--- src/rtl/instr_decode_ctrl_if.sv ---
// Decoder <-> fetch/datapath bundle: instruction word and memory ready in, sequencing controls out.
// The fetch side (or a bench) takes the master modport; the decoder takes the slave modport.
interface instr_decode_ctrl_if;
    logic [31:0] Instruction;
    logic        mem_ready;
    logic        pc_advance;
    logic        Jump;
    logic        JumpReg;
    logic        Branch;
    logic        InvZero;
    logic [25:0] TargetInstr;
    logic [15:0] imm16;
    logic [4:0]  rs;
    logic [4:0]  rt;
    logic [4:0]  rd_sel;
    logic        RegWrite;
    logic        MemRead;
    logic        MemWrite;
    logic        MemToReg;
    logic        ALUSrc;
    logic        LinkWrite;
    logic [2:0]  ALUctrl;
    logic        illegal;
    logic        mem_timeout;

    modport master (
        output Instruction, mem_ready,
        input  pc_advance, Jump, JumpReg, Branch, InvZero, TargetInstr, imm16, rs, rt, rd_sel,
               RegWrite, MemRead, MemWrite, MemToReg, ALUSrc, LinkWrite, ALUctrl, illegal, mem_timeout
    );

    modport slave (
        input  Instruction, mem_ready,
        output pc_advance, Jump, JumpReg, Branch, InvZero, TargetInstr, imm16, rs, rt, rd_sel,
               RegWrite, MemRead, MemWrite, MemToReg, ALUSrc, LinkWrite, ALUctrl, illegal, mem_timeout
    );
endinterface

--- src/rtl/instr_decode_ctrl.sv ---
// Multi-cycle MIPS-subset decoder and FETCH/DECODE/EXEC/MEM/WB sequencer behind the fetch unit.
// Controls are combinational from state and the latched IR; illegal and mem_timeout are sticky.
module instr_decode_ctrl #(
    parameter int LINK_REG     = 31,
    parameter int MEM_WAIT_MAX = 15
) (
    input  logic               clk,
    input  logic               reset,
    instr_decode_ctrl_if.slave bus
);
    // state  | meaning
    // FETCH  | instruction presented; IR loads on exit
    // DECODE | classify; j/jal/jr/illegal retire here
    // EXEC   | ALU setup; beq/bne retire here
    // MEM    | lw/sw access, waits on mem_ready
    // WB     | register write-back, retire
    typedef enum logic [2:0] {FETCH, DECODE, EXEC, MEM, WB} state_t;

    localparam int CW = $clog2(MEM_WAIT_MAX + 1);

    localparam logic [5:0] OP_RTYPE = 6'h00;
    localparam logic [5:0] OP_J     = 6'h02;
    localparam logic [5:0] OP_JAL   = 6'h03;
    localparam logic [5:0] OP_BEQ   = 6'h04;
    localparam logic [5:0] OP_BNE   = 6'h05;
    localparam logic [5:0] OP_ADDI  = 6'h08;
    localparam logic [5:0] OP_XORI  = 6'h0e;
    localparam logic [5:0] OP_LW    = 6'h23;
    localparam logic [5:0] OP_SW    = 6'h2b;
    localparam logic [5:0] FN_JR    = 6'h08;
    localparam logic [5:0] FN_ADD   = 6'h20;
    localparam logic [5:0] FN_SUB   = 6'h22;
    localparam logic [5:0] FN_SLT   = 6'h2a;

    state_t        state, state_nxt;
    logic [31:0]   ir;
    logic [CW-1:0] wait_cnt, wait_cnt_nxt;
    logic          illegal_q, timeout_q;
    logic          illegal_set, timeout_set;
    logic [5:0]    op, funct;
    logic          is_r, is_r_alu, is_jr, is_jump, is_branch, is_mem, supported;

    assign op        = ir[31:26];
    assign funct     = ir[5:0];
    assign is_r      = (op == OP_RTYPE);
    assign is_r_alu  = is_r && (funct == FN_ADD || funct == FN_SUB || funct == FN_SLT);
    assign is_jr     = is_r && (funct == FN_JR);
    assign is_jump   = (op == OP_J) || (op == OP_JAL);
    assign is_branch = (op == OP_BEQ) || (op == OP_BNE);
    assign is_mem    = (op == OP_LW) || (op == OP_SW);
    assign supported = is_r_alu || is_branch || is_mem || (op == OP_ADDI) || (op == OP_XORI);

    assign bus.TargetInstr = ir[25:0];
    assign bus.imm16       = ir[15:0];
    assign bus.rs          = ir[25:21];
    assign bus.rt          = ir[20:16];
    // Flags show up in the same cycle that raises them, then hold until reset.
    assign bus.illegal     = illegal_q | illegal_set;
    assign bus.mem_timeout = timeout_q | timeout_set;

    always_ff @(posedge clk or posedge reset) begin
        if (reset) begin
            state     <= FETCH;
            ir        <= '0;
            wait_cnt  <= '0;
            illegal_q <= 1'b0;
            timeout_q <= 1'b0;
        end else begin
            state    <= state_nxt;
            wait_cnt <= wait_cnt_nxt;
            if (state == FETCH) ir <= bus.Instruction;
            if (illegal_set) illegal_q <= 1'b1;
            if (timeout_set) timeout_q <= 1'b1;
        end
    end

    always_comb begin
        state_nxt      = state;
        wait_cnt_nxt   = wait_cnt;
        illegal_set    = 1'b0;
        timeout_set    = 1'b0;
        bus.pc_advance = 1'b0;
        bus.Jump       = 1'b0;
        bus.JumpReg    = 1'b0;
        bus.Branch     = 1'b0;
        bus.InvZero    = 1'b0;
        bus.rd_sel     = '0;
        bus.RegWrite   = 1'b0;
        bus.MemRead    = 1'b0;
        bus.MemWrite   = 1'b0;
        bus.MemToReg   = 1'b0;
        bus.ALUSrc     = 1'b0;
        bus.LinkWrite  = 1'b0;
        bus.ALUctrl    = 3'b000;
        case (state)
            FETCH: state_nxt = DECODE;
            DECODE: begin
                if (is_jump) begin
                    bus.Jump       = 1'b1;
                    bus.pc_advance = 1'b1;
                    if (op == OP_JAL) begin
                        bus.LinkWrite = 1'b1;
                        bus.RegWrite  = 1'b1;
                        bus.rd_sel    = 5'(LINK_REG);
                    end
                    state_nxt = FETCH;
                end else if (is_jr) begin
                    bus.JumpReg    = 1'b1;
                    bus.pc_advance = 1'b1;
                    state_nxt      = FETCH;
                end else if (supported) begin
                    state_nxt = EXEC;
                end else begin
                    illegal_set    = 1'b1;
                    bus.pc_advance = 1'b1;
                    state_nxt      = FETCH;
                end
            end
            EXEC: begin
                if (is_r) begin
                    case (funct)
                        FN_SUB:  bus.ALUctrl = 3'b001;
                        FN_SLT:  bus.ALUctrl = 3'b010;
                        default: bus.ALUctrl = 3'b000;
                    endcase
                end else if (op == OP_XORI) begin
                    bus.ALUctrl = 3'b011;
                    bus.ALUSrc  = 1'b1;
                end else if (is_branch) begin
                    bus.ALUctrl = 3'b001;
                end else begin
                    bus.ALUSrc = 1'b1;
                end
                if (is_branch) begin
                    bus.Branch     = 1'b1;
                    bus.InvZero    = (op == OP_BNE);
                    bus.pc_advance = 1'b1;
                    state_nxt      = FETCH;
                end else if (is_mem) begin
                    state_nxt = MEM;
                end else begin
                    state_nxt = WB;
                end
            end
            MEM: begin
                bus.MemRead  = (op == OP_LW);
                bus.MemWrite = (op == OP_SW);
                if (bus.mem_ready) begin
                    wait_cnt_nxt = '0;
                    if (op == OP_SW) begin
                        bus.pc_advance = 1'b1;
                        state_nxt      = FETCH;
                    end else begin
                        state_nxt = WB;
                    end
                end else if (wait_cnt == CW'(MEM_WAIT_MAX - 1)) begin
                    // This wait would bring the count to the limit: abandon the access.
                    wait_cnt_nxt   = '0;
                    timeout_set    = 1'b1;
                    bus.pc_advance = 1'b1;
                    state_nxt      = FETCH;
                end else begin
                    wait_cnt_nxt = wait_cnt + CW'(1);
                end
            end
            WB: begin
                bus.RegWrite   = 1'b1;
                bus.pc_advance = 1'b1;
                bus.MemToReg   = (op == OP_LW);
                bus.rd_sel     = is_r ? ir[15:11] : ir[20:16];
                state_nxt      = FETCH;
            end
            default: state_nxt = FETCH;
        endcase
    end
endmodule

--- src/flat_wrapper.sv ---
// flat-port wrapper written by rule: the top's interface ports become plain ports
module instr_decode_ctrl_flat 
#(
    parameter int LINK_REG     = 31,
    parameter int MEM_WAIT_MAX = 15
)
  (clk, reset, bus_Instruction, bus_mem_ready, bus_pc_advance, bus_Jump, bus_JumpReg, bus_Branch, bus_InvZero, bus_TargetInstr, bus_imm16, bus_rs, bus_rt, bus_rd_sel, bus_RegWrite, bus_MemRead, bus_MemWrite, bus_MemToReg, bus_ALUSrc, bus_LinkWrite, bus_ALUctrl, bus_illegal, bus_mem_timeout);
  instr_decode_ctrl_if bus_i ();
  input  logic clk;
  input  logic reset;
  input wire logic [$bits(bus_i.Instruction)-1:0] bus_Instruction;
  input wire logic [$bits(bus_i.mem_ready)-1:0] bus_mem_ready;
  output wire logic [$bits(bus_i.pc_advance)-1:0] bus_pc_advance;
  output wire logic [$bits(bus_i.Jump)-1:0] bus_Jump;
  output wire logic [$bits(bus_i.JumpReg)-1:0] bus_JumpReg;
  output wire logic [$bits(bus_i.Branch)-1:0] bus_Branch;
  output wire logic [$bits(bus_i.InvZero)-1:0] bus_InvZero;
  output wire logic [$bits(bus_i.TargetInstr)-1:0] bus_TargetInstr;
  output wire logic [$bits(bus_i.imm16)-1:0] bus_imm16;
  output wire logic [$bits(bus_i.rs)-1:0] bus_rs;
  output wire logic [$bits(bus_i.rt)-1:0] bus_rt;
  output wire logic [$bits(bus_i.rd_sel)-1:0] bus_rd_sel;
  output wire logic [$bits(bus_i.RegWrite)-1:0] bus_RegWrite;
  output wire logic [$bits(bus_i.MemRead)-1:0] bus_MemRead;
  output wire logic [$bits(bus_i.MemWrite)-1:0] bus_MemWrite;
  output wire logic [$bits(bus_i.MemToReg)-1:0] bus_MemToReg;
  output wire logic [$bits(bus_i.ALUSrc)-1:0] bus_ALUSrc;
  output wire logic [$bits(bus_i.LinkWrite)-1:0] bus_LinkWrite;
  output wire logic [$bits(bus_i.ALUctrl)-1:0] bus_ALUctrl;
  output wire logic [$bits(bus_i.illegal)-1:0] bus_illegal;
  output wire logic [$bits(bus_i.mem_timeout)-1:0] bus_mem_timeout;
  assign bus_i.Instruction = bus_Instruction;
  assign bus_i.mem_ready = bus_mem_ready;
  assign bus_pc_advance = bus_i.pc_advance;
  assign bus_Jump = bus_i.Jump;
  assign bus_JumpReg = bus_i.JumpReg;
  assign bus_Branch = bus_i.Branch;
  assign bus_InvZero = bus_i.InvZero;
  assign bus_TargetInstr = bus_i.TargetInstr;
  assign bus_imm16 = bus_i.imm16;
  assign bus_rs = bus_i.rs;
  assign bus_rt = bus_i.rt;
  assign bus_rd_sel = bus_i.rd_sel;
  assign bus_RegWrite = bus_i.RegWrite;
  assign bus_MemRead = bus_i.MemRead;
  assign bus_MemWrite = bus_i.MemWrite;
  assign bus_MemToReg = bus_i.MemToReg;
  assign bus_ALUSrc = bus_i.ALUSrc;
  assign bus_LinkWrite = bus_i.LinkWrite;
  assign bus_ALUctrl = bus_i.ALUctrl;
  assign bus_illegal = bus_i.illegal;
  assign bus_mem_timeout = bus_i.mem_timeout;
  instr_decode_ctrl #(.LINK_REG(LINK_REG), .MEM_WAIT_MAX(MEM_WAIT_MAX)) u_core (.clk(clk), .reset(reset), .bus(bus_i));
endmodule
--- config.mk ---
export PLATFORM = sky130hd
export DESIGN_NAME = instr_decode_ctrl_flat
export DESIGN_NICKNAME = d
export VERILOG_FILES = /design/src/rtl/instr_decode_ctrl_if.sv /design/src/rtl/instr_decode_ctrl.sv /design/src/flat_wrapper.sv
export SDC_FILE = /design/constraint.sdc
export NUM_CORES = 1
export LEC_CHECK = 0
export ABC_AREA = 0
export CORE_MARGIN = 3
export CORE_UTILIZATION = 31
export CTS_CLUSTER_DIAMETER = 150
export DETAILED_ROUTE_END_ITERATION = 6
export MAX_ROUTING_LAYER = met4
export PLACE_DENSITY = 0.74
export SLEW_MARGIN = 40
export SYNTH_ARGS = -nofsm -noshare
export SYNTH_HDL_FRONTEND = slang
export SYNTH_SLANG_ARGS = --single-unit
--- constraint.sdc ---
create_clock -name clk -period 1.6 [get_ports clk]
set_input_delay 0.24 -clock clk [delete_from_list [all_inputs] [get_ports clk]]
set_output_delay 0.24 -clock clk [all_outputs]
set_load 0.1 [all_outputs]
# [Word level (Yosys, flattened, before mapping)]
# Cells that the tools add are included.
[totals] regBits=41 inputBits=35 elab_cells=91
[op_classes] add_sub_neg=1 eq_ne=18 mux=52 bitwise=2 n_reduce_logical=13
[ops] op="1-bit 2-to-1 mux" n=31
[ops] op="6-bit == test, second input constant" n=5
[ops] op="3-bit 2-to-1 mux" n=10
[ops] op="6-bit by 4-bit == test with 1-bit output, second input constant" n=3
[ops] op="5-bit 2-to-1 mux" n=3
[ops] op="6-bit by 2-bit == test with 1-bit output, second input constant" n=2
[ops] op="6-bit by 3-bit == test with 1-bit output, second input constant" n=2
[ops] op="3-bit one-hot mux with 4 select lines" n=1
[ops] op="5-bit one-hot mux with 2 select lines" n=1
[ops] op="1-bit logical OR" n=9
[ops] op="4-bit 2-to-1 mux" n=2
[ops] op="3-bit by 2-bit == test with 1-bit output, second input constant" n=2
[ops] op="6-bit zero test" n=1
[ops] op="4-bit by 1-bit adder with 4-bit output, second input constant" n=1
[ops] op="4-bit == test, second input constant" n=1
[ops] op="1-bit one-hot mux with 4 select lines" n=1
[ops] op="2-bit one-hot mux with 2 select lines" n=1
[ops] op="3-bit by 1-bit == test with 1-bit output, second input constant" n=1
[ops] op="3-bit == test, second input constant" n=1
[ops] op="3-bit zero test" n=1
[ops] op="3-bit by 2-bit != test with 1-bit output, second input constant" n=1
[ops] op="1-bit logical AND" n=2
[ops] op="2-bit 2-to-1 mux" n=1
[ops] op="1-bit bitwise OR" n=2
[ops] op="1-bit one-hot mux with 2 select lines" n=1

# [Longest topological paths before layout]
[depth] word_depth=13 mapped_depth=6

# [Worst setup path before layout]
# No wires, ideal clock.
[synth_path] path_type="reg2out" startpoint="register u_core.state[1]" endpoint="output port bus_illegal" arrival_time_ns=4.132 required_time_ns=1.360 slack_ns=-2.772 path_stages_with_launch=4 path_cell_list="dfrtp_1 > buf_2 > or3b_2 > o41ai_1"
[synth_via] elab_chain_len=3
[synth_lines] element="start, declared" line="instr_decode_ctrl.sv:35" rtl="state_t state, state_nxt;"
[synth_lines] element="start signal, assigned" line="instr_decode_ctrl.sv:69" rtl="state <= state_nxt;"
[synth_lines] element="3-bit by 1-bit == test with 1-bit output" line="instr_decode_ctrl.sv:95" rtl="case (state)"
[synth_lines] element="1-bit 2-to-1 mux" line="instr_decode_ctrl.sv:95"
[synth_lines] element="1-bit bitwise OR" line="instr_decode_ctrl.sv:58" rtl="assign bus.illegal = illegal_q | illegal_set;"
[synth_lines] element="end, declared" line="flat_wrapper.sv:30" rtl="output wire logic [$bits(bus_i.illegal)-1:0] bus_illegal;"
# Every way passes these cells.

# [Final worst setup path]
[layout_path] startpoint="register u_core.ir[31]" endpoint="output port bus_rd_sel[2]"
[layout_via] elab_chain_len=4 elab_cells_between_ends=8 cone_classes="eq/ne: 2; mux: 4; reduce/logical: 2"
[layout_lines] element="start, declared" line="instr_decode_ctrl.sv:36" rtl="logic [31:0] ir;"
[layout_lines] element="start signal, assigned" line="instr_decode_ctrl.sv:71" rtl="if (state == FETCH) ir <= bus.Instruction;"
[layout_lines] element="6-bit by 2-bit == test with 1-bit output, on equally long branches" line="instr_decode_ctrl.sv:48, instr_decode_ctrl.sv:101"
[layout_lines] element="5-bit 2-to-1 mux or 1-bit logical OR (tied branches)" line="instr_decode_ctrl.sv:101, instr_decode_ctrl.sv:48"
[layout_lines] element="5-bit 2-to-1 mux" line="instr_decode_ctrl.sv:98" rtl="if (is_jump) begin"
[layout_lines] element="5-bit one-hot mux with 2 select lines (*)" line="instr_decode_ctrl.sv:95"
[layout_lines] element="end, declared" line="flat_wrapper.sv:22" rtl="output wire logic [$bits(bus_i.rd_sel)-1:0] bus_rd_sel;"
# Every way passes the cells marked *; elsewhere a longest branch is shown, timed or not.

==> impl_metrics.csv <==
group,metric,value,unit
route,num_vias,2082,
timing,fin_crit,2210,ps
logic_synthesis,synth-edff-count,0,
logic_synthesis,ys.flop_type,"sky130_fd_sc_hd__dfrtp_1",
die,core,7490,um2
logic_synthesis,synth_area_per_cell,11.0,um2
route,initialDrtViolationCount,92,
die,floorplan.die.height,95.3,um
clocking,worstSkewPairLatency,300,ps
clocking,postCtsHoldBufs,0,
critical_path,critical_path.startpoint_type,"flip-flop",
timing,hold_viol_final,0,
grt,grt.total_usage,16.8,%
finish,most_frequent_cells_in_the_layout,"sky130_fd_sc_hd__buf_12, sky130_fd_sc_hd__dfrtp_1, sky130_fd_sc_hd__buf_4",
grt,grt_max_degree,26,
critical_path,cp_max_fo,5,
grt,grt_use_met2,30.0,%
status,run_status,"complete, but fails checks",
finish,layout.filler_cells,490,
finish,antenna_cells_inserted,0,
flow_run,cap_viol_max_count,0,
placement,dp_hpwl,5320,um
status,violations_in_the_final_reports,"setup timing",
route,detail_route.wl_per_cell,18.0,um
critical_path,endpoint_of_the_worst_register_to_register_path,"u_core.state[0]",
placement,place_congestion,0.832,
placement,portBuffers,106,
timing,grt_setup_unrepaired,"yes",
clocking,cts_made_buffers,5,
logic_synthesis,postSynth.asyncResetShare,100,%
route,drc,0,
critical_path,startpoint,"u_core.ir[31]",
route,drtPass1Iterations,4,
placement,post-place-ws,-381,ps
die,ioPinCount,108,
timing,final-setup-viol-count,49,
grt,number_of_global_route_vias_before_repair,2227,
grt,grt_antenna_before_repair,0,
critical_path,rr_worst_depth,8,
timing,fmaxAchievable,452,MHz
clocking,tritoncts,"yes",
finish,layout.cells.most_common,"sky130_fd_sc_hd__buf_12",
die,placement_rows,31,
min_path,hold_class,"in -> async",
logic_synthesis,ys_ff_latch,41,
grt,grt_first_pass_wirelength,11500,um
timing,worst_clock_skew,8.31,ps
critical_path,critPathCapture,"bus_rd_sel[2]",
route,vias_per_cell,4.76,
timing,min_period_over_period,138,%
timing,slew_violations,0,
timing,timing.final.ws_setup,-610,ps
die,initial_core_util,33.0,%
clocking,cts.reportedPaths.clkPinSlew,90,ps
grt,grt.met3_usage,3.95,%
critical_path,critical_path_arrival,1970,ps
finish,proportion_of_layout_cells_with_a_drive_suffix_above_1,65.7,%
critical_path,worstSetupEndpointType,"output pin",
logic_synthesis,synthesis.area,2470,um2
route,postRouteAntennaNets,0,
route,wirelength,7880,um
clocking,clkSinkCount,41,
finish,areaGrowthSynthToFinish,104,%
logic_synthesis,synthesis.yosys.warnings,0,
critical_path,flop_to_flop_setup_slack,-230,ps
finish,final_net_count,374,
logic_synthesis,synth_fp_nets,262,
logic_synthesis,seq_area_frac_synth,41.5,%
clocking,cts_root_buffer,"sky130_fd_sc_hd__clkbuf_8",
critical_path,rr_startpoint,"u_core.ir[31]",
grt,grt.met1_usage,18.8,%
critical_path,required,1360,ps
grt,top_usage_layer,"met2",
logic_synthesis,synthCells,225,
logic_synthesis,synth_cell_types,49,
critical_path,critPathKind,"reg -> out",
die,design.die.area,9080,um2
clocking,cts.htree.levels,2,
grt,global_route.overflow_total,0,
die,die_width,95.3,um
clocking,clock_path_buffers,2,
-- stage by stage --
step | TNS, ps | instance area [um2] | hold WS [ps] | utilization [%] | std cells
after floorplan | -8900 | 2660 | 340 | - | 225
after global placement | -3490 | 4480 | 460 | 59.9 | 413
after detailed placement | -4290 | 4480 | 465 | 59.9 | 413
after CTS | -12880 | 4820 | 263 | 64.4 | 429
after global routing | -16450 | 5030 | 316 | 67.2 | 437
final | -13080 | 5030 | 256 | 67.2 | 437
-- sequential cells by signal, summed over array words and instances, names as in the netlist --
register,cells
u_core.timeout_q,1
u_core.ir,32
u_core.state,3
u_core.illegal_q,1
u_core.wait_cnt,4
-- cells in the mapped netlist, types with 2 or more instances --
cell                        n  share of area, %
sky130_fd_sc_hd__and2_1     2              0.51
sky130_fd_sc_hd__and3b_1    2              0.71
sky130_fd_sc_hd__buf_2      5               1.0
sky130_fd_sc_hd__buf_4     53                16
sky130_fd_sc_hd__dfrtp_1   41                41
sky130_fd_sc_hd__ha_1       2               1.0
sky130_fd_sc_hd__inv_1      6              0.91
sky130_fd_sc_hd__mux2_1     3               1.4
sky130_fd_sc_hd__mux2_2    28                13
sky130_fd_sc_hd__mux2i_1    5               2.0
sky130_fd_sc_hd__nand2_1    8               1.2
sky130_fd_sc_hd__nand2b_1   3              0.76
sky130_fd_sc_hd__nand3_1    3              0.61
sky130_fd_sc_hd__nand3b_1   2              0.61
sky130_fd_sc_hd__nor2_1     5              0.76
sky130_fd_sc_hd__nor3_1     4              0.81
sky130_fd_sc_hd__nor3_4     2               1.3
sky130_fd_sc_hd__nor3b_1    3              0.91
sky130_fd_sc_hd__o21ai_0   11               2.2
sky130_fd_sc_hd__o21ai_1    2              0.40
sky130_fd_sc_hd__o21bai_1   2              0.61
sky130_fd_sc_hd__o31ai_1    3              0.91
sky130_fd_sc_hd__o41ai_1    2              0.71
sky130_fd_sc_hd__or2_1      2              0.51
sky130_fd_sc_hd__or3b_2     2              0.71
-- cell families (layout without fill, tap and decap cells) --
group	count (synthesis)	after routing	share of synthesized area, %
mux	36	36	16.1
compound gates	28	28	7.69
buf+inv	65	178	18.5
fa+ha+maj	2	2	1.01
simple gates	52	52	15.0
other cells	1	1	0.152
flops	41	41	41.5
-- area by class of cell --
class                      count  area [um2]  area share, %
timing repair buffer         164        2370           47.1
multi-input combinational    119        1360           27.1
sequential                    41        1030           20.5
tap                           99         124           2.46
clock buffer                   7        86.3           1.72
clock inverter                 1        30.0          0.597
inverter                       6        30.0          0.597
-- worst max-delay path, cell delays in order, from the launching register on --
cell	delay, ps
sky130_fd_sc_hd__dfrtp_1	440
sky130_fd_sc_hd__or3_4	380
sky130_fd_sc_hd__nand2b_4	180
sky130_fd_sc_hd__buf_12	140
sky130_fd_sc_hd__mux2i_1	150
sky130_fd_sc_hd__o21ai_4	170
sky130_fd_sc_hd__buf_12	190
-- how the worst min path moves through the flow --
stage                                 from               end  slack [ps]  cells past startpoint
after floorplan              bus_mem_ready  u_core.timeout_q         340                      1
after global placement    u_core.timeout_q  u_core.timeout_q         460                      1
after detailed placement  u_core.timeout_q  u_core.timeout_q         460                      1
after CTS                            reset     u_core.ir[21]         260                      3
after global routing                 reset     u_core.ir[21]         320                      3
final                                reset     u_core.ir[21]         260                      3
-- per-layer routing --
metal	routed length [um]	vias to the layer above	share of wire, %
li1	-	959	-
met1	3080	1040	39
met2	4310	75	55
met3	396	8	5.0
met4	93	0	1.2
met5	0	-	0
-- repair_timing --
item	CTS	global route
cloned	2	3
pin swaps	14	7
gates resized for setup	22	39
setup endpoints to repair	26	51
setup buffers	6	7
Power is not shown: default switching activity piles up to over one toggle a cycle in this logic, so the estimate is an artifact.
